File: src/rtl/cnu_serial.sv
// Serial min-sum check-node unit: collects DC messages, then emits DC replies.
// Define CNU_OFFSET_EN to subtract OFFSET from emitted magnitudes (offset min-sum).
module cnu_serial #(
   parameter int DC     = 6,
   parameter int W      = 6,
   parameter int OW     = 5,
   parameter int OFFSET = 1
) (
   input  logic                  clk,
   input  logic                  rst_n,
   input  logic                  in_valid,
   output logic                  in_ready,
   input  logic [W-1:0]          in_msg,
   output logic                  out_valid,
   input  logic                  out_ready,
   output logic [OW-1:0]         out_msg,
   output logic [$clog2(DC)-1:0] out_idx,
   output logic                  out_last,
   output logic                  p_bit
);

   localparam int CW = $clog2(DC);
   localparam int MW = W - 1;
   localparam logic [CW-1:0] LAST = CW'(DC - 1);
   localparam logic [MW-1:0] SATV = MW'((1 << (OW - 1)) - 1);

   typedef enum logic {
      COLLECT,
      EMIT
   } state_t;

   state_t          state_q, state_d;
   logic [CW-1:0]   cnt_q,   cnt_d;
   logic [CW-1:0]   idx1_q,  idx1_d;
   logic [MW-1:0]   min1_q,  min1_d;
   logic [MW-1:0]   min2_q,  min2_d;
   logic            sx_q,    sx_d;
   logic [DC-1:0]   sign_q,  sign_d;
   logic            pbit_q,  pbit_d;

   logic [MW-1:0]   in_mag;
   logic            in_sgn;
   logic [MW-1:0]   mag_sel;
   logic [MW-1:0]   mag_off;
   logic [OW-2:0]   mag_sat;

   assign in_mag = in_msg[MW-1:0];
   assign in_sgn = in_msg[W-1];

   always_comb begin
      state_d = state_q;
      cnt_d   = cnt_q;
      idx1_d  = idx1_q;
      min1_d  = min1_q;
      min2_d  = min2_q;
      sx_d    = sx_q;
      sign_d  = sign_q;
      pbit_d  = pbit_q;
      unique case (state_q)
         COLLECT: begin
            if (in_valid) begin
               sign_d[cnt_q] = in_sgn;
               sx_d          = sx_q ^ in_sgn;
               // strict compare keeps idx1 on the first of equal minima
               if (in_mag < min1_q) begin
                  min2_d = min1_q;
                  min1_d = in_mag;
                  idx1_d = cnt_q;
               end else if (in_mag < min2_q) begin
                  min2_d = in_mag;
               end
               if (cnt_q == LAST) begin
                  state_d = EMIT;
                  cnt_d   = '0;
                  pbit_d  = sx_q ^ in_sgn;
               end else begin
                  cnt_d = cnt_q + CW'(1);
               end
            end
         end
         EMIT: begin
            if (out_ready) begin
               if (cnt_q == LAST) begin
                  state_d = COLLECT;
                  cnt_d   = '0;
                  idx1_d  = '0;
                  min1_d  = '1;
                  min2_d  = '1;
                  sx_d    = 1'b0;
                  sign_d  = '0;
               end else begin
                  cnt_d = cnt_q + CW'(1);
               end
            end
         end
      endcase
   end

   always_ff @(posedge clk or negedge rst_n) begin
      if (!rst_n) begin
         state_q <= COLLECT;
         cnt_q   <= '0;
         idx1_q  <= '0;
         min1_q  <= '1;
         min2_q  <= '1;
         sx_q    <= 1'b0;
         sign_q  <= '0;
         pbit_q  <= 1'b0;
      end else begin
         state_q <= state_d;
         cnt_q   <= cnt_d;
         idx1_q  <= idx1_d;
         min1_q  <= min1_d;
         min2_q  <= min2_d;
         sx_q    <= sx_d;
         sign_q  <= sign_d;
         pbit_q  <= pbit_d;
      end
   end

   assign mag_sel = (cnt_q == idx1_q) ? min2_q : min1_q;

`ifdef CNU_OFFSET_EN
   localparam logic [MW-1:0] OFFV = MW'(OFFSET);
   assign mag_off = (mag_sel > OFFV) ? (mag_sel - OFFV) : '0;
`else
   assign mag_off = mag_sel;
`endif

   assign mag_sat = (mag_off > SATV) ? SATV[OW-2:0] : mag_off[OW-2:0];

   assign in_ready  = (state_q == COLLECT);
   assign out_valid = (state_q == EMIT);
   assign out_msg   = out_valid ? {sx_q ^ sign_q[cnt_q], mag_sat} : '0;
   assign out_idx   = out_valid ? cnt_q : '0;
   assign out_last  = out_valid && (cnt_q == LAST);
   assign p_bit     = pbit_q;

endmodule

File: config.mk
export PLATFORM = sky130hd
export DESIGN_NAME = cnu_serial
export DESIGN_NICKNAME = d
export VERILOG_FILES = /design/src/rtl/cnu_serial.sv
export SDC_FILE = /design/constraint.sdc
export NUM_CORES = 1
export LEC_CHECK = 0
export ABC_AREA = 1
export CORE_MARGIN = 4
export CORE_UTILIZATION = 50
export DETAILED_ROUTE_END_ITERATION = 16
export PLACE_DENSITY = 0.73
export SLEW_MARGIN = 0
export SYNTH_ARGS = -nofsm -noshare
export SYNTH_HDL_FRONTEND = slang
export SYNTH_SLANG_ARGS = --single-unit
export TNS_END_PERCENT = 30
File: constraint.sdc
create_clock -name clk -period 2.8 [get_ports clk]
set_clock_uncertainty 0.2 [all_clocks]
set_input_delay 0.42 -clock clk [delete_from_list [all_inputs] [get_ports clk]]
set_output_delay 0.42 -clock clk [all_outputs]
set_load 0.01 [all_outputs]
Word level (Yosys, flattened, before mapping)
Index checks and enable logic that the tools add are counted.
{ "totals": {"ff_bits": 25, "out_inout_bits": 12} }
{ "classes": {"addsub": 1, "order_cmp": 5, "n_eq_ne": 7, "mux": 40, "bitwise": 3, "reduce_logical": 7} }
{ "ops": {"columns": ["operator", "count"], "rows": [
  ["$mux W5", 9],
  ["$mux W3", 8],
  ["$pmux W5 S2", 2],
  ["$mux W6", 3],
  ["$pmux W3 S2", 2],
  ["$pmux W6 S2", 1],
  ["$lt A5 B5 Y1", 2],
  ["$mux W1", 9],
  ["$reduce_and A4 Y1", 2],
  ["$bwmux W6", 1],
  ["$reduce_and A3 Y1", 2],
  ["$gt A5 B4 Y1 const B", 1],
  ["$lt A3 B4 Y1 const B", 1],
  ["$mux W4", 1],
  ["$ne A2 B1 Y1 const B", 2],
  ["$ne A2 B2 Y1 const B", 2],
  ["$pmux W1 S2", 2],
  ["$add A3 B1 Y3 const B", 1],
  ["$bmux W1 S3", 1],
  ["$demux W1 S3", 1],
  ["$eq A3 B3 Y1", 1],
  ["$eq A3 B3 Y1 const B", 1],
  ["$ge A3 B1 Y1 const B", 1],
  ["$ne A3 B1 Y1 const B", 1],
  ["4 further kinds", 6]
]} }

Depth between registers and ports, before layout
{ "logic_depth": {"word_depth": 7, "mapped_depth": 11, "mapped_depth_nobuf": 11} }

Worst setup path before layout
OpenSTA, ideal clock, no wires.
{ "synth_path": {"kind": "reg-to-reg", "start": "register min1_q[4]", "end": "register idx1_q[1]", "setup_time_ps": 117, "arrival_ps": 1677, "required_ps": 2483, "path_slack_ps": 806, "path_stages_with_launch": 12, "path_buffers": 1, "cell_sequence": "dfstp_2 -> inv_1 -> ha_1 -> nand2_1 -> inv_1 -> nand2_1 -> nand3_2 -> nand2_1 -> nand2_4 -> buf_6 -> nand2_2 -> o21ai_2"} }
{ "synth_via": {"elab_chain_len": 3} }
{ "synth_lines": {"columns": ["item", "line", "text"], "rows": [
  ["start: declaration", "35", "logic [MW-1:0] min1_q, min1_d;"],
  ["start signal: assignment", "113", "min1_q <= min1_d;"],
  ["$lt A5 B5 Y1", "65", "if (in_mag < min1_q) begin"],
  ["$ne A2 B1 Y1 (no line)", null, null],
  ["$reduce_and A4 Y1 (no line)", null, null],
  ["end signal: assignment", "112", "idx1_q <= idx1_d;"],
  ["end: declaration", "34", "logic [CW-1:0] idx1_q, idx1_d;"]
]} }
Every way passes these cells.
A chain may end at the register's enable or synchronous reset.

Worst setup path after layout
{ "layout_path": {"start": "register cnt_q[2]", "end": "output port out_msg[2]"} }
{ "layout_via": {"elab_chain_len": 5} }
{ "layout_lines": {"columns": ["item", "line", "text"], "rows": [
  ["start: declaration", "33", "logic [CW-1:0] cnt_q, cnt_d;"],
  ["start signal: assignment", "111", "cnt_q <= cnt_d;"],
  ["$eq A3 B3 Y1 *", "121", "assign mag_sel = (cnt_q == idx1_q) ? min2_q : min1_q;"],
  ["$mux W5 *", "121", null],
  ["$gt A5 B4 Y1", "130", "assign mag_sat = (mag_off > SATV) ? SATV[OW-2:0] : mag_off[OW-2:0];"],
  ["$mux W4 *", "130", null],
  ["$mux W5 *", "134", "assign out_msg = out_valid ? {sx_q ^ sign_q[cnt_q], mag_sat} : '0;"],
  ["end: declaration", "16", "output logic [OW-1:0] out_msg,"]
]} }
Every way passes the cells marked *; elsewhere a longest branch is shown, timed or not.

==> impl_metrics.ini <==
[logic_synthesis]
synthCells = 228
synth_area_per_cell_sq_um = 7.58
syn_area_sq_um = 1730
synth_area_leader_cell = dfrtp_1
synth_warnings = 0
syn_nets = 246
synth-seq-cells = 25
ys_seq_area_share_pct = 36.9
synth_cell_type_count = 25
synth_top_area_share_pct = 21.7
ys_top_cells_by_area = dfrtp_1 (22%), dfstp_2 (15%), nand2_1 (13%)

[route]
drc = 0
wl_per_cell_um = 11.8
viasPerCell = 5.10
drt-total-wl_mm = 3.57
vias = 1539
drt_first_pass_iters = 4
initialDrtViolationCount = 71
drt.antenna.violating_nets = 0

[run_status]
status = completed

[worst_setup_path]
worst-path-buf-inv = 1
crit_chain = xnor2_2 -> nand3_2 -> nand2_1 -> nand2_1 -> a21oi_1 -> clkdlybuf4s50_1
cp.required_ns = 2.18
critPathMostFrequentCell = nand2_1
slowest_delay_ns = 0.55
cp_data_arrival_time_ns = 2.02
cp_slowest_cell = clkdlybuf4s50_1
crit_family = buffers and inverters
startpoint_type = flop
worstPathMaxFanout = 6
timing_worst_setup_path_type = flop to output port
critPathCaptureType = output port

[min_path]
hp-class = input port to asynchronous set/reset pin

[placed_design]
place.gp.congestion = 0.806
io_buffer_count = 21
dp_slack_ns = 0.163
dp_cells = 296
dp_hpwl_mm = 2.83

[clock_tree]
clock_path_buffers = 2
cts_sinks = 25
cts_buffers = 3
htreeDepth = 1
root_buffer = clkbuf_4
cts_tree = done
hold_buffers = 0
clkLatencyLatePin_ns = 0.31
path_clk_slew_ns = 0.14

[floorplanning]
core_area_sq_um = 3340
die_w_um = 66.8
fp-row-count = 21
die_h_um = 66.8
die_area_sq_um = 4460
num_io_pins = 22
initial_core_util_pct = 51.8

[timing]
fin_crit_sh_pct = 94.3
slew_viol_final = 0
tightest_slew_ns = 0.371
fin_tns_setup_ns = 0
worst_slack_ns = 0.158
relSlewSlack_pct = 75.3
period_needed_ns = 2.64
hold_viol_final = 0
grt_setup_unrepaired = no
finalSetupViolCount = 0
fmax_mhz = 379

[power_and_ir_drop]
power.switching_mw = 1.12
swShare_pct = 45.6
ir_drop_v = 0.000511
p_int_mw = 1.34
p_per_area_nw_per_um2 = 1180
p_seq_share_pct = 29.0
p_leak_nw = 1.03
pwr-share-clk_pct = 6.5
power_frac_comb_pct = 64.5

[grt]
grt_pass1_vias = 1439
grtUsageTotal_pct = 18.1
antenna_found_initial = 0
grt_max_degree = 26
grt_pass1_wl_mm = 6.29
overflow = 0

[final_layout]
multiInputGateArea_sq_um = 938
seq_area_sq_um = 641
layout_common_cells = nand2_1 (60), inv_1 (27), clkdlybuf4s50_1 (18), nor2_1 (17), nand3_1 (16)
nets = 275
fill_cells = 321
finalNonFillerCells = 302
n_antenna_cell = 0
area_delta_synth_final_pct = 20.1
drive_gt1_share_pct = 22.7
final_common_cell = nand2_1

[run]
max-cap-violations = 0
## state kept, by name, indices dropped and copies added (netlist names)
register	cells
min1_q	5
sx_q	1
sign_q	6
min2_q	5
p_bit	1
out_valid	1
idx1_q	3
cnt_q	3
## path summary, 6_finish.rpt
check	from	to	slack, ns	depth (start not counted)
min in group clk	min2_q[0]	min2_q[0]	0.30	2
worst max register to register	min1_q[4]	min2_q[4]	0.50	11
worst min register to register	min2_q[0]	min2_q[0]	0.30	2
worst min-delay path	rst_n	sign_q[2]	0.25	2
max in group asynchronous	rst_n	min2_q[3]	1.85	2
worst max-delay path	cnt_q[2]	out_msg[2]	0.16	6
## synthesized netlist by cell type
| cell | n |
|---|---|
| nand2_1 | 60 |
| inv_1 | 27 |
| nor2_1 | 17 |
| nand3_1 | 16 |
| dfrtp_1 | 15 |
| a21oi_1 | 11 |
| nand2_2 | 11 |
| dfstp_2 | 10 |
| nand4_1 | 10 |
| o21ai_2 | 9 |
| ha_1 | 8 |
| o22ai_1 | 7 |
| o21ai_0 | 5 |
| buf_2 | 4 |
| xnor2_1 | 3 |
| buf_6 | 2 |
| inv_2 | 2 |
| nand2_4 | 2 |
| nand3_2 | 2 |
| o211ai_1 | 2 |
| a21oi_2 | 1 |
| buf_4 | 1 |
| clkinv_4 | 1 |
| nor2_4 | 1 |
| xnor2_2 | 1 |
## power groups by stage
stage               clock network (mW)  logic [mW]  registers, mW
finish                           0.161        1.58          0.711
global placement                     0        1.54          0.713
floorplan                            0        1.09          0.680
CTS                              0.170        1.57          0.705
detailed placement                   0        1.56          0.713
global route                     0.180        1.80          0.731
## per-stage QoR
| stage | hold WS, ns | cell area (sq um) | power [mW] | util [%] |
|---|---|---|---|---|
| after floorplan | -0.0756 | 1730 | 1.77 | - |
| after global placement | 0.274 | 2010 | 2.26 | 60.1 |
| after detailed placement | 0.276 | 2010 | 2.28 | 60.1 |
| after CTS | 0.257 | 2040 | 2.44 | 61.0 |
| after global routing | 0.266 | 2080 | 2.71 | 62.2 |
| final | 0.254 | 2080 | 2.46 | 62.2 |
## cell families after synthesis
logic type / Yosys count / share of synthesized area, %
buf+inv: 37 / 9.70
flops: 25 / 36.9
compound gates: 35 / 13.1
simple gates: 119 / 32.1
xor+xnor: 4 / 2.46
fa+ha+maj: 8 / 5.79
## per-layer routing
layer	track usage, %	share of wire (%)	vias up
li1	-	-	801
met2	30.4	47	38
met1	24.4	47	696
met4	5.33	1.2	0
met5	0	0	-
met3	2.19	4.3	4
## area by class of cell
cell class	instances	share of cell area (%)
clock buffer	3	1.08
clock inverter	1	0.361
inverter	30	5.66
multi-input combinational	166	45.2
sequential	25	30.8
tap	46	2.77
timing repair buffer	31	14.1
## worst register-to-register path: cells and delay by family (launching register included)
kind	cells	cell delay (ns)
adder cells (fa/ha/maj)	1	0.30
buffers and inverters	1	0.07
flip-flops	1	0.58
AND/OR/NAND/NOR	9	1.09
## repair_timing
action	4_1_cts	5_1_grt
resized for setup	0	7
endpoints found under the setup margin	0	5
setup buffers	0	2
Power figures use the tool's default switching activity.
